### config.mk
export PLATFORM = sky130hd
export DESIGN_NAME = seq_arith_unit
export DESIGN_NICKNAME = d
export VERILOG_FILES = /design/src/rtl/arith_pkg.sv /design/src/rtl/arith_iter_core.sv /design/src/rtl/seq_arith_unit.sv
export SDC_FILE = /design/constraint.sdc
export NUM_CORES = 1
export LEC_CHECK = 0
export CAP_MARGIN = 15
export CORE_MARGIN = 4
export CORE_UTILIZATION = 62
export DETAILED_ROUTE_END_ITERATION = 10
export HOLD_SLACK_MARGIN = 0.1
export PLACE_DENSITY = 0.87
export REMOVE_ABC_BUFFERS = 1
export SLEW_MARGIN = 20
export SYNTH_ARGS = -nofsm -noshare
export SYNTH_HDL_FRONTEND = slang
export SYNTH_SLANG_ARGS = --single-unit
### constraint.sdc
create_clock -name clk -period 4.9 [get_ports clk]
set_input_delay 0.49 -clock clk [delete_from_list [all_inputs] [get_ports clk]]
set_output_delay 0.49 -clock clk [all_outputs]
set_load 0.005 [all_outputs]
### src/rtl/arith_pkg.sv
// arith_pkg: op encodings, FSM states and counter sizing shared by seq_arith_unit
package arith_pkg;
   localparam logic [1:0] OP_ADD = 2'b00;
   localparam logic [1:0] OP_SUB = 2'b01;
   localparam logic [1:0] OP_MUL = 2'b10;
   localparam logic [1:0] OP_DIV = 2'b11;
   typedef enum logic [1:0] {IDLE, BUSY, DONE} state_t;
   function automatic int cnt_w(input int width);
      return $clog2(width + 1);
   endfunction
   localparam int CNT_W = cnt_w(8);
endpackage

### src/rtl/arith_iter_core.sv
// arith_iter_core: one shift-add (MUL) or restoring-subtract (DIV) step per cycle over {hi,lo}
module arith_iter_core
   import arith_pkg::*;
#(
   parameter int WIDTH = 8
) (
   input  logic             clk,
   input  logic             rst,
   input  logic             start,
   input  logic             is_div,
   input  logic [WIDTH-1:0] a,
   input  logic [WIDTH-1:0] b,
   output logic             done,
   output logic [WIDTH-1:0] hi_n,
   output logic [WIDTH-1:0] lo_n
);
   localparam int CW = cnt_w(WIDTH);
   logic [WIDTH-1:0] hi, lo, bq;
   logic dv;
   logic [CW-1:0] cnt;
   logic [WIDTH:0] sum, sh, dif;
   // hi_n/lo_n are the values after the current step, so the final step can be captured directly
   always_comb begin
      sum = {1'b0, hi} + (lo[0] ? {1'b0, bq} : '0);
      sh = {hi, lo[WIDTH-1]};
      dif = sh - {1'b0, bq};
      hi_n = dv ? (dif[WIDTH] ? sh[WIDTH-1:0] : dif[WIDTH-1:0]) : sum[WIDTH:1];
      lo_n = dv ? {lo[WIDTH-2:0], ~dif[WIDTH]} : {sum[0], lo[WIDTH-1:1]};
      done = cnt == CW'(1);
   end
   always_ff @(posedge clk)
      if (rst) cnt <= '0;
      else if (start) begin
         hi <= '0;
         lo <= a;
         bq <= b;
         dv <= is_div;
         cnt <= CW'(WIDTH);
      end else if (cnt != '0) begin
         hi <= hi_n;
         lo <= lo_n;
         cnt <= cnt - CW'(1);
      end
endmodule

### src/rtl/seq_arith_unit.sv
// seq_arith_unit: multi-cycle ADD/SUB/MUL/DIV with valid/ready handshakes
// ARITH_SAT_EN: saturate ADD/SUB/MUL results on overflow
module seq_arith_unit
   import arith_pkg::*;
#(
   parameter int WIDTH = 8
) (
   input  logic             clk,
   input  logic             rst,
   input  logic             in_valid,
   output logic             in_ready,
   input  logic [WIDTH-1:0] a,
   input  logic [WIDTH-1:0] b,
   input  logic [1:0]       op_sel,
   output logic             out_valid,
   input  logic             out_ready,
   output logic [WIDTH-1:0] result,
   output logic [WIDTH-1:0] res_hi,
   output logic             overflow,
   output logic             div_by_zero
);
`ifdef ARITH_SAT_EN
   localparam bit SAT = 1'b1;
`else
   localparam bit SAT = 1'b0;
`endif
   state_t state, nxt;
   logic [1:0] opr;
   logic acc, iter, done, fo, mo;
   logic [WIDTH-1:0] hi_n, lo_n, fr, fh;
   logic [WIDTH:0] sum, dif;
   assign acc = in_valid && in_ready;
   assign iter = op_sel == OP_MUL || (op_sel == OP_DIV && b != '0);
   arith_iter_core #(.WIDTH(WIDTH)) u_core (
      .clk    (clk),
      .rst    (rst),
      .start  (acc && iter),
      .is_div (op_sel == OP_DIV),
      .a      (a),
      .b      (b),
      .done   (done),
      .hi_n   (hi_n),
      .lo_n   (lo_n)
   );
   always_ff @(posedge clk)
      if (rst) state <= IDLE;
      else state <= nxt;
   always_comb begin
      nxt = state;
      case (state)
         IDLE: nxt = acc ? (iter ? BUSY : DONE) : IDLE;
         BUSY: nxt = done ? DONE : BUSY;
         DONE: nxt = out_ready ? IDLE : DONE;
         default: nxt = IDLE;
      endcase
   end
   always_comb begin
      in_ready = state == IDLE;
      out_valid = state == DONE;
   end
   // single-cycle path: ADD, SUB and DIV by zero
   always_comb begin
      sum = {1'b0, a} + {1'b0, b};
      dif = {1'b0, a} - {1'b0, b};
      fo = op_sel == OP_ADD ? sum[WIDTH] : op_sel == OP_SUB ? dif[WIDTH] : 1'b1;
      fr = op_sel == OP_ADD ? (SAT && fo ? '1 : sum[WIDTH-1:0]) :
           op_sel == OP_SUB ? (SAT && fo ? '0 : dif[WIDTH-1:0]) : '0;
      fh = op_sel == OP_DIV ? a : '0;
      mo = opr == OP_MUL && hi_n != '0;
   end
   always_ff @(posedge clk)
      if (rst) begin
         opr <= OP_ADD;
         result <= '0;
         res_hi <= '0;
         overflow <= 1'b0;
         div_by_zero <= 1'b0;
      end else if (acc) begin
         opr <= op_sel;
         if (!iter) begin
            result <= fr;
            res_hi <= fh;
            overflow <= fo;
            div_by_zero <= op_sel == OP_DIV;
         end
      end else if (state == BUSY && done) begin
         result <= SAT && mo ? '1 : lo_n;
         res_hi <= hi_n;
         overflow <= mo;
         div_by_zero <= 1'b0;
      end
endmodule

==> flow_metrics.env, run 1 <==
export IMPL_pwr_share_seq=0.319
export IMPL_grt_total_usage=0.276
export IMPL_cts_setup_buffers=0
export IMPL_synthTopCellsByCount="56 x nor2_1, 37 x a21oi_1, 36 x inv_1, 35 x ha_1, 26 x dfxtp_1"
export IMPL_synthFlopType="dfxtp_1"
export IMPL_drive_gt1_frac=0.0475
export IMPL_outcome="finished, final reports clean"
export IMPL_place_hpwl_mm=7.57
export IMPL_ys_ff_latch=51
export IMPL_reg2reg_setup_slack_ns=1.74
export IMPL_crit_fanout=10
export IMPL_crit_required_ns=5.09
export IMPL_fin_skew_ns=0.00848
export IMPL_finalHoldWorstSlack_ns=0.472
export IMPL_viasPerCell=6.20
export IMPL_yosysWarnings=0
export IMPL_synthArstFlopShare=0
export IMPL_crit_path_end_kind="flip-flop"
export IMPL_ant_nets=0
export IMPL_finalHoldViolCount=0
export IMPL_antenna_found_initial=0
export IMPL_rows=28
export IMPL_finalPower_mw=2.08
export IMPL_cts_buffers=5
export IMPL_cap_violations=0
export IMPL_setup_viol=0
export IMPL_grt_pass1_vias=3453
export IMPL_syn_area_um2=3780
export IMPL_chipWidth_um=86.1
export IMPL_ctsHoldBuffers=0
export IMPL_antenna_cells=0
export IMPL_synth_area_leaders="edfxtp_1 20%, dfxtp_1 14%, ha_1 12%, nor2_1 5.6%, a21oi_1 4.9%"
export IMPL_tns_ns=0
export IMPL_initial_utilization=0.638
export IMPL_clk_pin_slew_ns=0.09
export IMPL_fp_dieArea_um2=7410
export IMPL_arrival_ns=3.35
export IMPL_wl_mm=9.77
export IMPL_cts_root_buf="clkbuf_8"
export IMPL_placed_area_um2=4240
export IMPL_worst_ir_drop_vdd_uv=298
export IMPL_core_area_um2=5920
export IMPL_post_cts_resized=0
export IMPL_p_switching_uw=851
export IMPL_cpMostUsedCell="inv_1"
export IMPL_hp_class="flip-flop to flip-flop"
export IMPL_cp_cell_sequence="inv_1 -> ha_1 -> inv_1 -> fa_1 -> a21o_1 -> a221oi_2 -> a21oi_4 -> xor2_4 -> o311ai_1 -> and4bb_1 -> a21oi_1"
export IMPL_final_util=0.734
export IMPL_grt_ovfl_total=0
export IMPL_relSlewSlack=0.269
export IMPL_synth_edf_count=25
export IMPL_netSwitchingFraction=0.409
export IMPL_cpPeakStageDelay_ns=0.64
export IMPL_yosysSeqAreaShare=0.336
export IMPL_ioPinCount=42
export IMPL_drc_errors=0
export IMPL_slew_viol_final=0
export IMPL_design_area_um2=4350
export IMPL_worstMarginPinSlew_ns=1.09
export IMPL_worstSkewPairLatency_ns=0.30
export IMPL_gp_congestion=1.01
export IMPL_grt_first_pass_wirelength_mm=16.2
export IMPL_cts_htree_levels=2
export IMPL_dpl_worst_slack_ns=1.58
export IMPL_fin_nets=523
export IMPL_wl_per_cell_um=18.2
export IMPL_power_frac_comb=0.542
export IMPL_p_clk_frac=0.139
export IMPL_grt_max_degree=26
export IMPL_placedCellCount=530
export IMPL_syn_inst=428
export IMPL_powerDensity_nw_per_um2=479
export IMPL_cts_sinks=51
export IMPL_cts_tree="built"
export IMPL_period_share=0.644
export IMPL_synth_most_common_cell="nor2_1"
export IMPL_fin_ws_ns=1.74
export IMPL_power_internal_mw=1.23
export IMPL_syn2layout_area_growth_pct=15.0
export IMPL_first_pass_iters=5
export IMPL_cp_slowest_cell="o311ai_1"
export IMPL_leakagePower_nw=1.81
export IMPL_netlist_area_leader_share=0.199
export IMPL_cp_start_kind="flip-flop"
export IMPL_drt_iter0_drc=234
export IMPL_rsz0062_at_grt="no"
export IMPL_fmax_ghz=0.317
export IMPL_fin_cells=538
export IMPL_final_min_clock_period_ns=3.16
export IMPL_critical_path_class="flip-flop to flip-flop"
export IMPL_port_buffers=41
export IMPL_postSynthAreaPerCell_um2=8.83
export IMPL_cts_buffer_depth=2
export IMPL_synth_cell_types=62
export IMPL_yosysTopAreaCell="edfxtp_1"
export IMPL_die_h_um=86.1
export IMPL_vias=3338
area by class of cell:
class                      instances  area, um^2
timing repair buffer              44         433
inverter                          36         135
tap                               75        93.8
clock buffer                       7        76.3
multi-input combinational        324        2310
fill                             453        1570
sequential                        51        1270
clock inverter                     1        30.0
cell usage in the layout, fill, tap and decap left out, types with 8 or more instances in the layout:
master	instances
nor2_1	56
clkdlybuf4s50_1	41
a21oi_1	37
inv_1	36
ha_1	35
dfxtp_1	26
edfxtp_1	25
nand2_1	19
o21ai_0	19
mux2i_1	16
nor3_1	16
and2_1	14
xnor2_1	11
nor2b_1	8
worst paths after layout:
kind | startpoint | to | cells past startpoint
setup / recovery | u_core.lo[7] | overflow | 11
hold / removal | opr[0] | opr[0] | 2
setup reg to reg | u_core.lo[7] | overflow | 11
hold reg to reg | opr[0] | opr[0] | 2
registers in the layout, indices dropped and copies added, names as in the netlist:
name,cells
u_core.bq,8
result,8
u_core.lo,8
res_hi,8
u_core.hi,8
div_by_zero,1
state,2
opr,2
u_core.cnt,4
overflow,1
u_core.dv,1
cell families (layout without fill, tap and decap cells):
logic type,Yosys count,count (layout),synth area share
AO/OA/AOI/OAI,109,109,0.195
buffers and inverters,53,88,0.0533
XOR/XNOR,16,16,0.0420
flip-flops,51,51,0.336
adder cells (fa/ha/maj),39,39,0.137
AND/OR/NAND/NOR,142,142,0.187
multiplexers,18,18,0.0493
worst max-delay path: cells and delay by family (launching register included):
kind | cells | cell delay (ns)
XOR/XNOR | 1 | 0.23
AND/OR/NAND/NOR | 1 | 0.30
flip-flops | 1 | 0.39
adder cells (fa/ha/maj) | 2 | 0.56
buffers and inverters | 2 | 0.14
AO/OA/AOI/OAI | 5 | 1.44
power groups by stage:
stage / Sequential [mW] / Combinational (mW) / Clock (mW)
finish: 0.664 / 1.13 / 0.290
global route: 0.674 / 1.25 / 0.313
CTS: 0.661 / 1.12 / 0.294
detailed placement: 0.671 / 1.11 / 0
global placement: 0.666 / 1.07 / 0
floorplan: 0.645 / 0.822 / 0
per-layer routing:
layer | part of all wire | up-vias | routed length, um | global-route usage
li1 | - | 1585 | - | -
met1 | 0.41 | 1540 | 4040 | 0.348
met2 | 0.48 | 174 | 4700 | 0.458
met3 | 0.072 | 39 | 706 | 0.0461
met4 | 0.033 | 0 | 322 | 0.128
met5 | 0 | - | 0 | 0
(Power assumes the default switching activity.)
==> inputs of run 2 (changes only) <==
CORE_UTILIZATION = 52   (was 62)
PLACE_DENSITY = 0.78   (was 0.87)
clock period = 2.58 ns   (was 4.9 ns; I/O delays follow)
==> run 2 against run 1 <==
- the run now ends with negative setup slack left
- total power is 130% higher
- critical endpoint unchanged
- non-clock buffer count is 76 higher
- setup slack worse by 2.2 ns
- final cell count is 18% higher
- core utilization is 0.14 points lower
- first-iteration DRC count is 50% higher
- fmax is 3.0% higher
- sequential cell count stayed put
- count of clock-buffer cells in the layout is 1 lower
==> flow_metrics.env, run 2 (same netlist as run 1, synthesis figures left out) <==
export IMPL_outcome="finished, violations left"
export IMPL_violations="negative setup slack"
export IMPL_cts_sinks=51
export IMPL_clk_pin_slew_ns=0.09
export IMPL_wl_mm=11.0
export IMPL_cts_htree_levels=2
export IMPL_syn2layout_area_growth_pct=34.6
export IMPL_cpPeakStageDelay_ns=0.42
export IMPL_grt_ovfl_total=0
export IMPL_cpMostUsedCell="inv_2"
export IMPL_cts_buffer_depth=2
export IMPL_slew_viol_final=0
export IMPL_leakagePower_nw=2.19
export IMPL_final_util=0.733
export IMPL_fillers=489
export IMPL_placed_area_um2=4710
export IMPL_vias=3608
export IMPL_design_area_um2=5090
export IMPL_rsz0062_at_grt="yes"
export IMPL_final_common_cell="buf_4"
export IMPL_reg2reg_setup_slack_ns=-0.49
export IMPL_drive_gt1_frac=0.226
export IMPL_ioPinCount=42
export IMPL_fmax_ghz=0.326
export IMPL_fin_ws_ns=-0.485
export IMPL_final_min_clock_period_ns=3.07
export IMPL_drt_iter0_drc=350
export IMPL_cp_slowest_cell="edfxtp_1"
export IMPL_fin_cells=635
export IMPL_placedCellCount=610
export IMPL_port_buffers=41
export IMPL_grt_first_pass_wirelength_mm=17.8
export IMPL_fin_skew_ns=0.00308
export IMPL_cts_buffers=5
export IMPL_drc_errors=0
export IMPL_use_met2=0.469
export IMPL_first_pass_iters=5
export IMPL_worst_ir_drop_vdd_uv=386
export IMPL_grt_pass1_vias=3694
export IMPL_critical_path_class="flip-flop to flip-flop"
export IMPL_use_met3=0.0282
export IMPL_hp_class="flip-flop to flip-flop"
export IMPL_gp_congestion=0.886
export IMPL_crit_fanout=7
export IMPL_cp_cell_sequence="inv_2 -> ha_4 -> inv_2 -> fa_2 -> a21o_1 -> a221oi_4 -> a21oi_4 -> xor2_4 -> buf_12 -> buf_6 -> a311oi_2 -> buf_4 -> and3b_1 -> a21oi_2"
export IMPL_chipWidth_um=93.3
export IMPL_ant_nets=0
export IMPL_met1_usage=0.318
export IMPL_grt_total_usage=0.260
export IMPL_worstMarginPinSlew_ns=1.13
export IMPL_initial_utilization=0.544
export IMPL_cts_tree="built"
export IMPL_seq_area_um2=1270
export IMPL_finalHoldViolCount=0
export IMPL_multiInputGateArea_um2=2450
export IMPL_arrival_ns=3.25
export IMPL_cts_root_buf="clkbuf_8"
export IMPL_antenna_found_initial=0
export IMPL_setup_viol=19
export IMPL_tns_ns=-5.88
export IMPL_cap_violations=0
export IMPL_wl_per_cell_um=17.4
export IMPL_core_area_um2=6940
export IMPL_cp_start_kind="flip-flop"
export IMPL_place_hpwl_mm=8.13
export IMPL_fin_nets=599
export IMPL_crit_required_ns=2.77
export IMPL_grt_max_degree=26
export IMPL_fp_dieArea_um2=8700
export IMPL_period_share=1.19
export IMPL_relSlewSlack=0.246
export IMPL_powerDensity_nw_per_um2=954
export IMPL_dpl_worst_slack_ns=-0.484
export IMPL_final_cell_mix="75 x buf_4, 55 x nor2_1, 41 x clkdlybuf4s50_1"
export IMPL_grt_busiest_layer="met2"
export IMPL_antenna_cells=0
export IMPL_die_h_um=93.3
export IMPL_worstSkewPairLatency_ns=0.31
export IMPL_viasPerCell=5.68
export IMPL_crit_path_end_kind="flip-flop"
export IMPL_rows=30
## run 2: changes by cell type in the layout (fill, tap and decap cells not counted), moves of 3 or more
cell     delta
buf_4      +72
inv_1       -3
o21ai_0     -6
a21oi_1     -3
inv_2       +3
a21oi_2     +3
o21ai_1     +4
buf_6       +3
## run 2: timing repair
item / CTS / global route
setup endpoints to repair: 19 / 22
resized for setup: 25 / 14
hold buffers: 0 / 0
setup buffers: 14 / 4
pin swaps: 11 / 16
## run 2: worst paths after layout
kind                startpoint       end  depth (start not counted)
hold / removal          opr[1]    opr[1]                          2
setup reg to reg  u_core.lo[7]  overflow                         14
hold reg to reg         opr[1]    opr[1]                          2
setup / recovery  u_core.lo[7]  overflow                         14
## run 2: critical path: cells and delay by family (launching register included)
family          cells  cell delay [ns]
compound gates      5             1.10
xor+xnor            1             0.17
fa+ha+maj           2             0.48
buf+inv             5             0.60
flops               1             0.42
simple gates        1             0.18
## run 2: area by class of cell
cell class,instances,share of cell area
Clock buffer,6,0.0143
Clock inverter,2,0.00246
Inverter,36,0.0266
Multi-Input combinational cell,324,0.481
Sequential cell,51,0.250
Tap cell,96,0.0236
Timing Repair Buffer,120,0.202
## run 2: power by group
group / internal, mW / switching [mW] / total, mW
sequential: 1.09 / 0.153 / 1.24
combinational: 1.62 / 1.54 / 3.15
clock: 0.190 / 0.269 / 0.459
## run 2: per-layer routing
metal | part of all wire | vias up
met4 | 0.029 | 0
li1 | - | 1740
met1 | 0.40 | 1714
met2 | 0.52 | 127
met3 | 0.049 | 27
met5 | 0 | -
## run 2: stage by stage
step	hold WS, ns	total power, mW
2_1_floorplan	0.327	2.79
6_report	0.477	4.86
4_1_cts	0.477	4.61
5_1_grt	0.500	5.17
3_3_place_gp	0.446	3.66
3_5_place_dp	0.464	3.74
==> inputs of run 3 (changes only) <==
REMOVE_ABC_BUFFERS = not set   (was 1)
==> run 3 against run 2 <==
- the flow still finishes with violations (negative setup slack)
- fmax decreased by 1.6%
- critical path depth decreased by 1
- via count increased by 1.8%
- global-route usage increased by 0.051 points
- combinational power decreased by 2%
- setup slack got worse by 0.051 ns
- routed wire length increased by 3.2%
- final cell count unchanged
- hold slack got worse by 0.17 ns
- count of clock-buffer cells in the layout decreased by 1
- critical endpoint unchanged
- largest power group unchanged
==> flow_metrics.env, run 3 (same netlist as run 1, synthesis figures left out) <==
export IMPL_outcome="finished, violations left"
export IMPL_violations="negative setup slack"
export IMPL_setup_viol=19
export IMPL_antenna_cells=0
export IMPL_cpPeakStageDelay_ns=0.44
export IMPL_period_share=1.21
export IMPL_port_buffers=41
export IMPL_worstMarginPinSlew_ns=0.796
export IMPL_cp_startpoint="u_core.lo[7]"
export IMPL_fin_nets=599
export IMPL_core_area_um2=6940
export IMPL_crit_family="compound AO/OA/AOI/OAI gates"
export IMPL_fin_skew_ns=0.0152
export IMPL_grt_total_usage=0.261
export IMPL_syn_num_nets=489
export IMPL_cp_slowest_cell="edfxtp_1"
export IMPL_cts_tree="built"
export IMPL_cpMostUsedCell="inv_2"
export IMPL_chipWidth_um=93.3
export IMPL_crit_required_ns=2.80
export IMPL_antenna_found_initial=0
export IMPL_grt_max_degree=21
export IMPL_final_min_clock_period_ns=3.12
export IMPL_wl_mm=11.4
export IMPL_cts_buffers=5
export IMPL_fillers=495
export IMPL_worst_ir_drop_vdd_uv=400
export IMPL_initial_utilization=0.544
export IMPL_ant_nets=0
export IMPL_first_pass_iters=8
export IMPL_cts_root_buf="clkbuf_8"
export IMPL_powerDensity_nw_per_um2=944
export IMPL_design_area_um2=5120
export IMPL_rsz0062_at_grt="yes"
export IMPL_syn2layout_area_growth_pct=35.6
export IMPL_leakagePower_nw=2.20
export IMPL_vias=3672
export IMPL_cts_htree_levels=2
export IMPL_gp_congestion=0.941
export IMPL_worstHoldStart="b[1]"
export IMPL_die_h_um=93.3
export IMPL_ctsHoldBuffers=0
export IMPL_critical_path_class="flip-flop to flip-flop"
export IMPL_grt_ovfl_total=0
export IMPL_arrival_ns=3.33
export IMPL_drt_iter0_drc=348
export IMPL_grt_pass1_vias=3660
export IMPL_cts_sinks=51
export IMPL_placed_area_um2=4700
export IMPL_hp_class="input port to flip-flop"
export IMPL_final_common_cell="buf_4"
export IMPL_drc_errors=0
export IMPL_finalHoldViolCount=0
export IMPL_r2r_start="u_core.lo[7]"
export IMPL_viasPerCell=5.78
export IMPL_crit_path_end_kind="flip-flop"
export IMPL_cap_violations=0
export IMPL_worstSkewPairLatency_ns=0.32
export IMPL_drive_gt1_frac=0.232
export IMPL_slew_viol_final=0
export IMPL_worst_path_buf_inv=3
export IMPL_fp_dieArea_um2=8700
export IMPL_fin_ws_ns=-0.536
export IMPL_place_hpwl_mm=8.46
export IMPL_cp_start_kind="flip-flop"
export IMPL_grt_first_pass_wirelength_mm=17.9
export IMPL_crit_fanout=6
export IMPL_relSlewSlack=0.467
export IMPL_tns_ns=-7.16
export IMPL_cp_cell_sequence="inv_2 -> ha_4 -> inv_2 -> fa_2 -> a21o_1 -> a221oi_4 -> a21oi_4 -> xor2_4 -> buf_4 -> mux2i_4 -> a211o_1 -> and4bb_1 -> a21oi_1"
export IMPL_rows=30
export IMPL_final_cell_mix="77 x buf_4, 55 x nor2_1, 39 x clkdlybuf4s50_1"
export IMPL_cts_buffer_depth=2
export IMPL_fmax_ghz=0.321
export IMPL_wl_per_cell_um=17.9
export IMPL_clk_pin_slew_ns=0.11
export IMPL_ioPinCount=42
==> run 3: path summary, 6_finish.rpt <==
check	endpoint	slack (ns)	depth (start not counted)
max	overflow	-0.54	13
min	u_core.bq[1]	0.30	2
max reg2reg	overflow	-0.54	13
min reg2reg	opr[0]	0.47	2
==> run 3: power breakdown <==
part / switching, mW / total, mW / internal (mW) / leakage [nW]
clock network: 0.291 / 0.486 / 0.195 / 0.0451
registers: 0.167 / 1.26 / 1.09 / 0.448
logic: 1.54 / 3.09 / 1.55 / 1.71
total: 1.99 / 4.84 / 2.84 / 2.20
==> run 3: repair_timing <==
| action | 4_1_cts | 5_1_grt |
|---|---|---|
| gates cloned | 0 | 0 |
| gates resized for setup | 16 | 22 |
| buffers inserted | 17 | 5 |
| pin swaps | 6 | 10 |
| endpoints found under the setup margin | 20 | 21 |
==> run 3: final cells by class <==
class	instances	area, um^2	area share
tap	96	120	0.0234
timing repair buffer	120	1020	0.198
clock inverter	3	22.5	0.00439
clock buffer	5	68.8	0.0134
inverter	36	135	0.0264
sequential	51	1270	0.248
multi-input combinational	324	2490	0.486
==> run 3: metal layers <==
layer	vias to the layer above	global-route usage	wire length [um]
met2	148	0.468	5890
met5	-	0	0
li1	1748	-	-
met3	34	0.0241	648
met4	0	0.111	415
met1	1742	0.317	4440
==> run 3: worst register-to-register path, cell delays in order (launching register included) <==
cell and delay [ns]:
edfxtp_1 0.44, inv_2 0.12, ha_4 0.15, inv_2 0.04, fa_2 0.34, a21o_1 0.23, a221oi_4 0.37, a21oi_4 0.13
xor2_4 0.20, buf_4 0.19, mux2i_4 0.19, a211o_1 0.29, and4bb_1 0.26, a21oi_1 0.06
==> run 3: through the flow <==
step,utilization,worst slack [ns],hold slack [ns],total power [mW],std cells
after floorplan,-,-0.197,0.357,2.85,428
after global placement,0.676,-0.319,0.444,3.67,605
after detailed placement,0.676,-0.393,0.456,3.78,605
after CTS,0.719,-0.318,0.470,4.54,630
after global routing,0.738,-0.591,0.308,5.14,635
final,0.738,-0.536,0.305,4.84,635
